File: src/rtl/booth_pkg.sv
// Shared types and helpers for the radix-2 Booth multiplier.
package booth_pkg;

    typedef enum logic [1:0] {
        IDLE,
        BUSY,
        DONE
    } state_e;

    // Operation chosen by the current multiplier bit pair {Qr[0], q_1}.
    typedef enum logic [1:0] {
        OP_NONE,
        OP_ADD,
        OP_SUB
    } op_e;

    // Width of an iteration counter that has to hold the value n.
    function automatic int unsigned cnt_width(input int unsigned n);
        return $clog2(n + 1);
    endfunction

    // Booth recoding: 01 adds M, 10 subtracts M, 00/11 leave A alone.
    function automatic op_e booth_op(input logic q0, input logic q_1);
        op_e op;
        unique case ({q0, q_1})
            2'b01:   op = OP_ADD;
            2'b10:   op = OP_SUB;
            default: op = OP_NONE;
        endcase
        return op;
    endfunction

endpackage

File: src/rtl/booth_step.sv
// One Booth iteration: conditional add/subtract of Mr into A, then an
// arithmetic right shift of the concatenation {A, Qr, q_1}.
module booth_step
    import booth_pkg::*;
#(
    parameter int unsigned N = 8
) (
    input  logic [N:0]   a,
    input  logic [N-1:0] qr,
    input  logic         q_1,
    input  logic [N:0]   mr,
    output logic [N:0]   a_next,
    output logic [N-1:0] qr_next,
    output logic         q_1_next
);

    logic [N:0] sum;

    // Add or subtract the multiplicand according to the recoded bit pair.
    always_comb begin
        sum = a;
        unique case (booth_op(qr[0], q_1))
            OP_ADD:  sum = a + mr;
            OP_SUB:  sum = a - mr;
            default: sum = a;
        endcase
    end

    // Arithmetic right shift of {sum, qr, q_1}; the sign of A is replicated.
    always_comb begin
        a_next   = {sum[N], sum[N:1]};
        qr_next  = {sum[0], qr[N-1:1]};
        q_1_next = qr[0];
    end

endmodule

File: src/rtl/booth_multiplier.sv
// Sequential signed radix-2 Booth multiplier. One start pulse launches an
// N-iteration multiply; the 2N-bit product is registered with a done pulse.
module booth_multiplier
    import booth_pkg::*;
#(
    parameter int unsigned N = 8
) (
    input  logic           clk,
    input  logic           rst,
    input  logic           start,
    input  logic [N-1:0]   multiplicand,
    input  logic [N-1:0]   multiplier,
    output logic [2*N-1:0] product,
    output logic           done
);

    localparam int unsigned CW = cnt_width(N);

    state_e         state_q, state_d;
    logic [N:0]     a_q, a_d;
    logic [N-1:0]   qr_q, qr_d;
    logic           q1_q, q1_d;
    logic [N:0]     mr_q, mr_d;
    logic [CW-1:0]  cnt_q, cnt_d;
    logic [2*N-1:0] product_q, product_d;
    logic           done_q, done_d;

    logic [N:0]     a_step;
    logic [N-1:0]   qr_step;
    logic           q1_step;

    booth_step #(
        .N (N)
    ) u_step (
        .a        (a_q),
        .qr       (qr_q),
        .q_1      (q1_q),
        .mr       (mr_q),
        .a_next   (a_step),
        .qr_next  (qr_step),
        .q_1_next (q1_step)
    );

    // Next-state logic: load operands, iterate N times, then publish the result.
    always_comb begin
        state_d   = state_q;
        a_d       = a_q;
        qr_d      = qr_q;
        q1_d      = q1_q;
        mr_d      = mr_q;
        cnt_d     = cnt_q;
        product_d = product_q;
        done_d    = 1'b0;

        unique case (state_q)
            IDLE: begin
                if (start) begin
                    a_d     = '0;
                    qr_d    = multiplier;
                    q1_d    = 1'b0;
                    // One extra accumulator bit keeps -(-2^(N-1)) representable.
                    mr_d    = {multiplicand[N-1], multiplicand};
                    cnt_d   = CW'(N);
                    state_d = BUSY;
                end
            end
            BUSY: begin
                a_d   = a_step;
                qr_d  = qr_step;
                q1_d  = q1_step;
                cnt_d = cnt_q - CW'(1);
                if (cnt_q == CW'(1)) begin
                    state_d = DONE;
                end
            end
            DONE: begin
                product_d = {a_q[N-1:0], qr_q};
                done_d    = 1'b1;
                state_d   = IDLE;
            end
            default: begin
                state_d = IDLE;
            end
        endcase
    end

    // State and datapath registers; reset aborts any operation in flight.
    always_ff @(posedge clk or negedge rst) begin
        if (!rst) begin
            state_q   <= IDLE;
            a_q       <= '0;
            qr_q      <= '0;
            q1_q      <= 1'b0;
            mr_q      <= '0;
            cnt_q     <= '0;
            product_q <= '0;
            done_q    <= 1'b0;
        end else begin
            state_q   <= state_d;
            a_q       <= a_d;
            qr_q      <= qr_d;
            q1_q      <= q1_d;
            mr_q      <= mr_d;
            cnt_q     <= cnt_d;
            product_q <= product_d;
            done_q    <= done_d;
        end
    end

    assign product = product_q;
    assign done    = done_q;

endmodule

File: config.mk
export PLATFORM = sky130hd
export DESIGN_NAME = booth_multiplier
export DESIGN_NICKNAME = d
export VERILOG_FILES = /design/src/rtl/booth_pkg.sv /design/src/rtl/booth_step.sv /design/src/rtl/booth_multiplier.sv
export SDC_FILE = /design/constraint.sdc
export NUM_CORES = 1
export LEC_CHECK = 0
export BUFFER_PORTS_ARGS = -buffer_cell sky130_fd_sc_hd__buf_2
export CAP_MARGIN = 15
export CELL_PAD_IN_SITES_DETAIL_PLACEMENT = 1
export CELL_PAD_IN_SITES_GLOBAL_PLACEMENT = 1
export CORE_MARGIN = 8
export CORE_UTILIZATION = 44
export DETAILED_ROUTE_END_ITERATION = 10
export GPL_TIMING_DRIVEN = 0
export PLACE_DENSITY = 0.82
export SYNTH_ARGS = -nofsm -noshare
export SYNTH_HDL_FRONTEND = slang
export SYNTH_SLANG_ARGS = --single-unit
File: constraint.sdc
create_clock -name clk -period 3.5 [get_ports clk]
set_clock_uncertainty 0.1 [all_clocks]
set_input_delay 0.175 -clock clk [delete_from_list [all_inputs] [get_ports clk]]
set_output_delay 0.175 -clock clk [all_outputs]
set_load 0.02 [all_outputs]
### Word-level counts from Yosys, hierarchy flattened

Cells that the tools add are included.

* bits in registers: 49
* latch bits: 0
* RAM bits: 0
* ROM bits: 0
* input port bits: 19
* memories: 0

* add/sub/neg operators: 3
* multipliers: 0
* divide/modulo/power cells: 0
* magnitude comparators: 0
* equality and inequality tests: 9
* shift-type cells: 0
* mux-type cells: 14
* bitwise operators: 0
* reduce and logical (&&, ||, !) cells: 5

Operator list (count)
* $pmux W9 S2: 2
* $pmux W8 S2: 1
* $add A9 B9 Y9: 1
* $mux W9: 1
* $sub A9 B9 Y9: 1
* $mux W8: 1
* $pmux W2 S2: 2
* $pmux W4 S2: 1
* $eq A2 B1 Y1 const B: 3
* $eq A2 B2 Y1 const B: 3
* $reduce_and A2 Y1: 3
* $eq A4 B1 Y1 const B: 1
* $mux W2: 2
* $mux W4: 1
* $ne A2 B2 Y1 const B: 2
* $sub A4 B1 Y4 const B: 1
* $logic_not A2 Y1: 1
* $mux W1: 2
* $pmux W1 S2: 1
* $reduce_bool A2 Y1: 1

### Longest topological paths before layout

Gate-level depths: netlist of run 1.

* word-level depth: 5
* mapped depth: 12
* gate-level depth less buffers: 11

### Cells and area by module

From an unflattened synthesis of run 1, not the netlist that was laid out.

* cells, all modules: 263
* area total of the unflattened synthesis: 2765.2 µm²

Modules (own cells, without submodules)
* booth_multiplier: instances 1, cells each 160, area an instance 2011.9 µm², seq. area each 1226.2 µm²
* booth_step: instances 1, cells each 103, area an instance 753.2 µm², seq. area each 0.0 µm²

### Worst setup path after synthesis of run 1

OpenSTA, ideal clock, no wires.

* path kind: flip-flop to flip-flop
* from: register q1_q
* to: register a_q[4]
* arrival: 2.515 ns
* required time: 3.328 ns
* slack: 0.813 ns
* stages on the path, launching flop included: 13
* period minus slack after synthesis: 2.687 ns
* cells stage by stage: dfrtp_1 inv_1 ha_1 clkbuf_1 mux2_2 inv_1 ha_1 nor2b_4 o31a_1 o21a_1 o21a_1 o311a_1 nor2_1

* cells in the longest elaborated chain, start to end: 5

Ends and longest elaborated chain
* start, declared: line booth_multiplier.sv:22 `logic q1_q, q1_d;`
* start signal, assigned: line booth_multiplier.sv:102 `q1_q <= q1_d;`
* $eq A2 B2 Y1 / $eq A2 B1 Y1 (equally long branches): line booth_pkg.sv:25 `unique case ({q0, q_1})`
* $pmux W2 S2 (*): line booth_pkg.sv:25
* $eq A2 B2 Y1 / $eq A2 B1 Y1 (equally long branches): line booth_step.sv:22 `unique case (booth_op(qr[0], q_1))`
* $pmux W9 S2 (*): line booth_step.sv:22
* $pmux W9 S2 (*): line booth_multiplier.sv:55 `unique case (state_q)`
* end signal, assigned: line booth_multiplier.sv:91 `a_q <= '0;`
* end signal, assigned: line booth_multiplier.sv:100 `a_q <= a_d;`
* end, declared: line booth_multiplier.sv:20 `logic [N:0] a_q, a_d;`

Every way passes the cells marked *; elsewhere a longest branch is shown, timed or not.
A chain may end at the register's enable or synchronous reset.

### Worst setup path in the final report of run 1

Same ends and word-level chain as after synthesis.

==> results.py, run 1 <==
metrics = {
    "status": {
        "status": "finished clean",
    },
    "synth": {
        "netlist_area_um2": 2467,
        "ys_seq_area_share_pct": 48.68,
        "synth_flop_cell": "dfrtp_1",
        "synthTopCellsByArea": "dfrtp_1 (49%), mux2_2 (6.8%), nand2_1 (6.7%), ha_1 (6.1%), o21ai_0 (3.9%)",
        "postSynthNetCount": 285,
        "syn_avg_cell_area_um2": 9.752,
        "ys_types": 33,
        "ys_warn_count": 0,
        "synth_cells": 253,
        "yosysTopAreaCellShare_pct": 48.68,
        "ys_seq_elements": 48,
        "synth_edf_count": 0,
        "synth_top_area_cell": "dfrtp_1",
        "synth_async_sr_flop_share_pct": 100.0,
    },
    "global_routing": {
        "grt_util_all_layers_pct": 15.50,
        "grt_pass1_wl_um": 10650,
        "gr-total-overflow": 0,
        "grt_max_degree": 49,
        "grt_antenna_before_repair": 0,
        "grt_pass1_vias": 2289,
    },
    "placed_design": {
        "place.detailed.hpwl_um": 4403,
        "dp.cells": 360,
        "numPortBuffers": 35,
        "gp_congestion": 0.8149,
    },
    "drt": {
        "drt-met1-wl_um": 2648,
        "routed-wl-met3_um": 215,
        "wl_per_cell_um": 15.94,
        "highest_layer": "met4",
        "drt_iter0_drc": 77,
        "drc_errors": 0,
        "via_per_inst": 5.376,
        "dr_wl_met2_um": 3068,
        "wirelength_um": 6106,
        "firstDrtPassIters": 4,
        "vias": 2059,
        "antenna_left": 0,
    },
    "timing": {
        "worst-slew-pin-transition_ns": 0.5833,
        "rsz0062_at_grt": "false",
        "fin_crit_ns": 2.996,
        "hold_violations": 0,
        "period_share_pct": 85.61,
        "fmax_mhz": 333.7,
        "finalSetupTns_ns": 0,
        "max-slew-margin-rel_pct": 61.11,
        "setup_viol_count_final": 0,
        "hold_slack_ns": 0.007036,
        "slew_viol_final": 0,
    },
    "clock_network": {
        "cts_sinks": 48,
        "cts_root_buffer": "clkbuf_8",
        "htree_num_levels": 2,
        "clock_latency_ns": 0.30,
        "hold_buffers": 13,
        "path_clk_slew_ns": 0.09,
        "clockBufferDepth": 2,
        "cts_resized": 0,
        "cts_made_buffers": 5,
        "cts_tree": "built",
        "cts_setup_buffers": 0,
    },
    "worst_setup_path": {
        "start_kind": "flop",
        "ff2ff_path_depth": 12,
        "cpPeakStageDelay_ns": 0.42,
        "r2r_end": "a_q[4]",
        "critPathLaunch": "q1_q",
        "crit_chain": "inv_1, ha_1, clkbuf_1, mux2_2, inv_1, ha_1, nor2b_4, o31a_1, o21a_1, o21a_1, o311a_1, nor2_1",
        "end_kind": "flop",
        "required_ns": 3.63,
        "regToRegStartpoint": "q1_q",
        "cp_max_fo": 8,
        "crit_path_top_delay_cell": "mux2_2",
        "worstPathArrival_ns": 3.12,
        "rrSetupSlack_ns": 0.50,
        "path_class": "reg -> reg",
    },
    "cells_and_area": {
        "num_antenna_cells": 0,
        "final_cells": 383,
        "multiInputGateArea_um2": 1181,
        "register_area_um2": 1201,
        "syn_to_final_growth_pct": 21.75,
        "nFillCells": 658,
        "fin_nets": 342,
        "drive_above_1_share_pct": 19.94,
    },
    "worst_hold_path": {
        "min_from": "multiplier[0]",
        "hold_depth": 3,
        "min_to": "qr_q[0]",
        "hold_class": "in -> reg",
    },
    "die": {
        "dieArea_um2": 8260,
        "die_h_um": 90.89,
        "coreArea_um2": 5473,
        "ios": 36,
        "die_width_um": 90.89,
        "rows": 27,
        "start_util_pct": 45.08,
    },
    "run": {
        "cap_viol_max_count": 0,
    },
    "pwr": {
        "p_leak_uw": 0.001432,
        "ir_drop_uv": 389.9,
        "power.total_uw": 3558,
        "powerDensity_nw_per_um2": 1184,
    },
}
report_power, final:
| part | switching, uW | internal [uW] | leakage (uW) |
|---|---|---|---|
| sequential | 211 | 807 | 0.000596 |
| combinational | 1230 | 905 | 0.000782 |
| clock | 190 | 212 | 0.0000541 |
flip-flops by register name, summed over array words and instances, names as in the netlist:
name and cells:
product 16, qr_q 8, done 1, a_q 8
q1_q 1, cnt_q 4, state_q 2, mr_q 8
cell usage in the layout (no fill, tap or decap), types with 2 or more instances in the layout:
master          n
dfrtp_1        48
nand2_1        44
buf_2          37
o21ai_0        19
nor2_1         17
mux2_2         15
dlygate4sd3_1  14
inv_1          12
ha_1           12
a21oi_1        10
clkbuf_1        8
xnor2_1         8
nand3_1         8
a22oi_1         7
clkbuf_8        5
nand2b_1        4
nor3_1          4
a31oi_1         4
o21a_1          4
a211oi_1        4
nor2b_1         3
o211ai_1        3
o31a_1          2
a41oi_1         2
o31ai_1         2
mux2i_1         2
kinds of logic (layout without fill, tap and decap cells):
kind of cell | count (synthesis) | count (layout) | synth area share (%)
AO/OA/AOI/OAI | 60 | 60 | 15.26
multiplexers | 17 | 17 | 7.657
adder cells (fa/ha/maj) | 13 | 13 | 6.896
XOR/XNOR | 9 | 9 | 3.195
buffers and inverters | 22 | 80 | 3.448
flip-flops | 48 | 48 | 48.68
AND/OR/NAND/NOR | 84 | 84 | 14.86
synth_stat cells, drive strengths merged, types with 7 or more instances:
cell type,number
clkbuf,8
a22oi,7
nand3,8
xnor2,8
mux2,15
nor2,17
inv,12
o21ai,20
nand2,44
ha,12
a21oi,10
dfrtp,48
per-layer routing:
metal / vias to the layer above / track usage (%)
met3: 17 / 3.325
li1: 992 / -
met4: 0 / 7.367
met1: 1008 / 17.66
met5: - / 0
met2: 42 / 26.92
how the worst max path moves through the flow:
| stage | to | slack (ns) | cells after the start |
|---|---|---|---|
| floorplan | a_q[4] | 0.81 | 12 |
| global placement | a_q[4] | 0.64 | 12 |
| detailed placement | a_q[4] | 0.58 | 12 |
| CTS | a_q[4] | 0.50 | 12 |
| global route | a_q[7] | 0.34 | 11 |
| finish | a_q[4] | 0.50 | 12 |
critical path, delay by kind of cell (launching register included):
| family | cells | cell delay, ns |
|---|---|---|
| AO/OA/AOI/OAI | 4 | 1.00 |
| adder cells (fa/ha/maj) | 2 | 0.36 |
| buffers and inverters | 3 | 0.43 |
| flip-flops | 1 | 0.38 |
| multiplexers | 1 | 0.42 |
| AND/OR/NAND/NOR | 2 | 0.23 |
stage by stage:
step           instance area, um^2  utilization, %  setup slack (ns)
2_1_floorplan                 2467               -            0.8131
3_3_place_gp                  2733           49.93            0.6416
3_5_place_dp                  2733           49.93            0.5780
4_1_cts                       2974           54.34            0.4952
5_1_grt                       3004           54.89            0.3352
6_report                      3004           54.89            0.5035
cell type report:
cell class | instances | share of cell area, %
Buffer | 10 | 1.333
Clock buffer | 5 | 2.291
Clock inverter | 3 | 1.416
Inverter | 12 | 1.499
Multi-Input combinational cell | 183 | 39.32
Sequential cell | 48 | 39.98
Tap cell | 72 | 2.999
Timing Repair Buffer | 50 | 11.16
Note: power is estimated with default switching activity, not from simulation.
==> run 2: changes to the inputs <==
==> constraint.sdc (replaced) <==
create_clock -name clk -period 3.4 [get_ports clk]
set_clock_uncertainty 0.1 [all_clocks]
set_input_delay 0.17 -clock clk [delete_from_list [all_inputs] [get_ports clk]]
set_output_delay 0.17 -clock clk [all_outputs]
set_load 0.02 [all_outputs]
==> results.py, run 2 (synthesis gave the netlist of run 1 again) <==
metrics = {
    "die": {
        "start_util_pct": 45.08,
        "rows": 27,
        "dieArea_um2": 8260,
        "coreArea_um2": 5473,
        "ios": 36,
        "die_h_um": 90.89,
        "die_width_um": 90.89,
    },
    "pwr": {
        "power_frac_comb_pct": 60.3,
        "power_switching_uw": 1702,
        "switching_share_pct": 46.19,
        "power.share.clock_pct": 11.2,
        "powerDensity_nw_per_um2": 1218,
        "ir_drop_uv": 395.0,
        "p_leak_uw": 0.001440,
        "internal_power_uw": 1983,
        "power_frac_seq_pct": 28.5,
    },
    "timing": {
        "rsz0062_at_grt": "false",
        "period_share_pct": 88.40,
        "max-slew-margin-rel_pct": 56.61,
        "fin_crit_ns": 3.006,
        "finalSetupTns_ns": 0,
        "hold_violations": 0,
        "setup_viol_count_final": 0,
        "fmax_mhz": 332.7,
        "worst-slew-pin-transition_ns": 0.6484,
        "hold_slack_ns": 0.06293,
        "slew_viol_final": 0,
    },
    "cells_and_area": {
        "final_cell_mix": "dfrtp_1 (48), nand2_1 (44), buf_2 (37)",
        "num_antenna_cells": 0,
        "fin_nets": 344,
        "drive_above_1_share_pct": 19.81,
        "nFillCells": 653,
        "largest_reg_flops": 16,
        "final_common_cell": "dfrtp_1",
        "syn_to_final_growth_pct": 22.57,
    },
    "run": {
        "cap_viol_max_count": 0,
    },
    "worst_setup_path": {
        "path_class": "reg -> reg",
        "worstPathArrival_ns": 3.13,
        "required_ns": 3.53,
        "end_kind": "flop",
        "start_kind": "flop",
        "rrSetupSlack_ns": 0.39,
        "cp_max_fo": 8,
    },
    "placed_design": {
        "gp_congestion": 0.8149,
        "numPortBuffers": 35,
        "place.detailed.hpwl_um": 4403,
    },
    "drt": {
        "vias": 2087,
        "drc_errors": 0,
        "drt_iter0_drc": 80,
        "via_per_inst": 5.421,
        "wirelength_um": 6308,
        "wl_per_cell_um": 16.38,
        "antenna_left": 0,
        "firstDrtPassIters": 4,
    },
    "clock_network": {
        "htree_num_levels": 2,
        "cts_tree": "built",
        "cts_made_buffers": 5,
        "cts_root_buffer": "clkbuf_8",
        "cts_sinks": 48,
        "clockBufferDepth": 2,
        "clock_latency_ns": 0.30,
        "cts_resized": 0,
        "path_clk_slew_ns": 0.10,
    },
    "worst_hold_path": {
        "hold_class": "in -> reg",
    },
    "global_routing": {
        "grt_pass1_vias": 2318,
        "grt_util_all_layers_pct": 15.70,
        "grt_antenna_before_repair": 0,
        "grt_max_degree": 49,
        "grt_pass1_wl_um": 10800,
        "gr-total-overflow": 0,
    },
    "status": {
        "status": "finished clean",
    },
}
[run 2: cell types whose count changed in the layout (fill, tap and decap cells not counted)]
cell	before	now
dlygate4sd3_1	14	16
[run 2: power groups by stage]
stage | Clock, uW | Sequential (uW) | Combinational, uW
after floorplan | 0 | 1080 | 1570
after global placement | 0 | 1040 | 2030
after detailed placement | 0 | 1060 | 2140
after CTS | 421 | 1050 | 2200
after global routing | 446 | 1090 | 2490
final | 414 | 1050 | 2220
[run 2: critical path, cell delays in order (launching register included)]
cell,delay (ns)
dfrtp_1,0.38
inv_1,0.07
ha_1,0.14
clkbuf_1,0.29
mux2_2,0.42
inv_1,0.07
ha_1,0.22
nor2b_4,0.13
o31a_1,0.28
o21a_1,0.20
o21a_1,0.17
o311a_1,0.35
nor2_1,0.10
[run 2: through the flow]
step / total power [uW] / utilization (%) / cell area [um^2] / cells / setup slack (ns)
4_1_cts: 3670 / 54.89 / 3004 / 384 / 0.3952
3_3_place_gp: 3062 / 49.93 / 2733 / 360 / 0.5416
5_1_grt: 4026 / 55.26 / 3024 / 385 / 0.2365
2_1_floorplan: 2650 / - / 2467 / 253 / 0.7131
6_report: 3685 / 55.26 / 3024 / 385 / 0.3943
3_5_place_dp: 3205 / 49.93 / 2733 / 360 / 0.4780
[run 2: final cells by class]
type | instances | area (um^2) | area share (%)
clock buffer | 5 | 68.82 | 2.276
tap | 72 | 90.09 | 2.979
multi-input combinational | 183 | 1181 | 39.06
timing repair buffer | 52 | 355.3 | 11.75
buffer | 10 | 40.04 | 1.324
sequential | 48 | 1201 | 39.72
inverter | 12 | 45.04 | 1.489
clock inverter | 3 | 42.54 | 1.407
[run 2: layer usage]
metal	share of wire (%)	up-vias	track usage, %
met2	50	51	26.86
met3	4.0	15	3.408
met4	2.4	0	7.776
met5	0	-	0
met1	44	1031	18.08
li1	-	990	-
[run 2: final timing paths]
check                         startpoint         end  cells after the start
min reg2reg                   product[8]  product[8]                      2
min                        multiplier[7]     qr_q[7]                      3
max in group asynchronous            rst      a_q[4]                      3
min in group asynchronous            rst  product[2]                      2
max reg2reg                         q1_q      a_q[4]                     12
max                                 q1_q      a_q[4]                     12
[run 2: what timing repair did]
item / in CTS / in global routing
buffers inserted: 0 / 0
hold endpoints to repair: 52 / 0
hold buffers: 16 / 0
==> run 3: changes to the inputs <==
--- a/config.mk
+++ b/config.mk
@@ -8,12 +8,13 @@
 export BUFFER_PORTS_ARGS = -buffer_cell sky130_fd_sc_hd__buf_2
 export CAP_MARGIN = 15
 export CELL_PAD_IN_SITES_DETAIL_PLACEMENT = 1
-export CELL_PAD_IN_SITES_GLOBAL_PLACEMENT = 1
+export CELL_PAD_IN_SITES_GLOBAL_PLACEMENT = 2
 export CORE_MARGIN = 8
-export CORE_UTILIZATION = 44
+export CORE_UTILIZATION = 35
 export DETAILED_ROUTE_END_ITERATION = 10
+export GPL_ROUTABILITY_DRIVEN = 0
 export GPL_TIMING_DRIVEN = 0
-export PLACE_DENSITY = 0.82
+export PLACE_DENSITY = 0.81
 export SYNTH_ARGS = -nofsm -noshare
 export SYNTH_HDL_FRONTEND = slang
 export SYNTH_SLANG_ARGS = --single-unit
==> results.py, run 3 (synthesis gave the netlist of run 1 again) <==
metrics = {
    "status": {
        "status": "finished clean",
    },
    "drt": {
        "wl_per_cell_um": 14.88,
        "drt_iter0_drc": 66,
        "firstDrtPassIters": 4,
        "wirelength_um": 6057,
        "drc_errors": 0,
        "via_per_inst": 4.936,
        "vias": 2009,
        "antenna_left": 0,
    },
    "global_routing": {
        "gr-total-overflow": 0,
        "grt_max_degree": 49,
        "grt_pass1_wl_um": 10330,
        "grt_util_all_layers_pct": 12.82,
        "grt_antenna_before_repair": 0,
        "grt_pass1_vias": 2061,
    },
    "worst_setup_path": {
        "cp_max_fo": 8,
        "crit_path_top_delay_cell": "mux2_2",
        "crit_family": "adder cells",
        "path_class": "reg -> reg",
        "cpPeakStageDelay_ns": 0.43,
        "critPathLaunch": "q1_q",
        "start_kind": "flop",
        "regToRegStartpoint": "q1_q",
        "r2r_end": "a_q[7]",
        "cp-endpoint": "a_q[7]",
        "worstPathArrival_ns": 3.07,
        "crit_cells": 11,
        "end_kind": "flop",
        "ff2ff_path_depth": 11,
        "crit_chain": "inv_1, ha_1, clkbuf_1, mux2_2, fa_1, nor2b_1, o31a_1, o21ai_1, xnor2_1, o211ai_1, o31ai_1",
        "required_ns": 3.51,
        "rrSetupSlack_ns": 0.44,
        "crit_buf_inv": 2,
    },
    "cells_and_area": {
        "syn_to_final_growth_pct": 23.28,
        "final_common_cell": "dfrtp_1",
        "nFillCells": 797,
        "final_cell_mix": "dfrtp_1 (48), nand2_1 (44), buf_2 (37)",
        "fin_nets": 344,
        "drive_above_1_share_pct": 19.29,
        "fin_util_pct": 44.77,
        "register_area_um2": 1201,
        "largest_reg_flops": 16,
        "multiInputGateArea_um2": 1181,
        "num_antenna_cells": 0,
    },
    "worst_hold_path": {
        "hold_depth": 3,
        "hold_class": "in -> reg",
        "min_from": "multiplier[7]",
    },
    "die": {
        "rows": 30,
        "start_util_pct": 36.32,
        "die_h_um": 99.96,
        "coreArea_um2": 6794,
        "die_width_um": 99.96,
        "dieArea_um2": 9992,
        "ios": 36,
    },
    "timing": {
        "period_share_pct": 87.08,
        "finalSetupTns_ns": 0,
        "fin_crit_ns": 2.961,
        "rsz0062_at_grt": "false",
        "setup_viol_count_final": 0,
        "worst-slew-pin-transition_ns": 0.6251,
        "hold_violations": 0,
        "slew_viol_final": 0,
        "max-slew-margin-rel_pct": 58.18,
        "fmax_mhz": 337.8,
    },
    "clock_network": {
        "cts_root_buffer": "clkbuf_8",
        "htree_num_levels": 2,
        "cts_tree": "built",
        "cts_sinks": 48,
        "cts_made_buffers": 5,
        "clockBufferDepth": 2,
        "cts_resized": 0,
        "cts_setup_buffers": 0,
        "clock_latency_ns": 0.30,
        "path_clk_slew_ns": 0.09,
    },
    "pwr": {
        "power.total_uw": 3598,
        "ir_drop_uv": 324.2,
        "p_leak_uw": 0.001436,
        "powerDensity_nw_per_um2": 1183,
    },
    "run": {
        "cap_viol_max_count": 0,
    },
    "placed_design": {
        "numPortBuffers": 35,
        "place.detailed.hpwl_um": 4327,
    },
}
-- run 3: changes by cell type in the layout (fill, tap and decap cells not counted), sizes merged --
cell      delta
clkinv       -1
clkinvlp     -1
-- run 3: how the worst min path moves through the flow --
stage / endpoint / slack [ns]
2_1_floorplan: a_q[0] / -0.23
3_3_place_gp: mr_q[6] / 0.26
3_5_place_dp: mr_q[2] / 0.26
4_1_cts: qr_q[7] / 0.03
5_1_grt: qr_q[7] / 0.04
6_report: qr_q[7] / 0.03
-- run 3: final cells by class --
| type | instances | area share [%] |
|---|---|---|
| Clock buffer | 5 | 2.262 |
| Inverter | 12 | 1.481 |
| Multi-Input combinational cell | 183 | 38.83 |
| Sequential cell | 48 | 39.49 |
| Tap cell | 96 | 3.949 |
| Timing Repair Buffer | 52 | 11.68 |
| Clock inverter | 1 | 0.9872 |
| Buffer | 10 | 1.316 |
-- run 3: stage by stage --
step / instance area (um^2) / setup WS, ns / hold WS (ns) / cells
CTS: 3022 / 0.4486 / 0.02932 / 406
floorplan: 2467 / 0.7131 / -0.2256 / 253
finish: 3042 / 0.4393 / 0.03431 / 407
global placement: 2763 / 0.5180 / 0.2600 / 384
detailed placement: 2763 / 0.4758 / 0.2634 / 384
global route: 3042 / 0.2204 / 0.03606 / 407
-- run 3: worst min-delay path: stages --
cell	delay, ns
buf_2	0.10
nand2_1	0.05
a31oi_1	0.07
-- run 3: timing repair --
| action | 4_1_cts | 5_1_grt |
|---|---|---|
| hold buffers | 16 | 0 |
| endpoints found under the hold margin | 32 | 0 |
| endpoints found under the setup margin | 0 | 0 |
-- run 3: metal layers --
metal,routed length [um],vias up,share of wire [%],global-route usage (%)
li1,-,998,-,-
met1,2827,978,47,16.47
met2,2963,27,49,20.93
met3,180,6,3.0,2.353
met4,85,0,1.4,4.540
met5,0,-,0,0
-- run 3: power breakdown --
part	leakage, uW	switching (uW)	internal, uW
clock network	0.0000501	189	211
registers	0.000596	207	831
logic	0.000791	1230	930
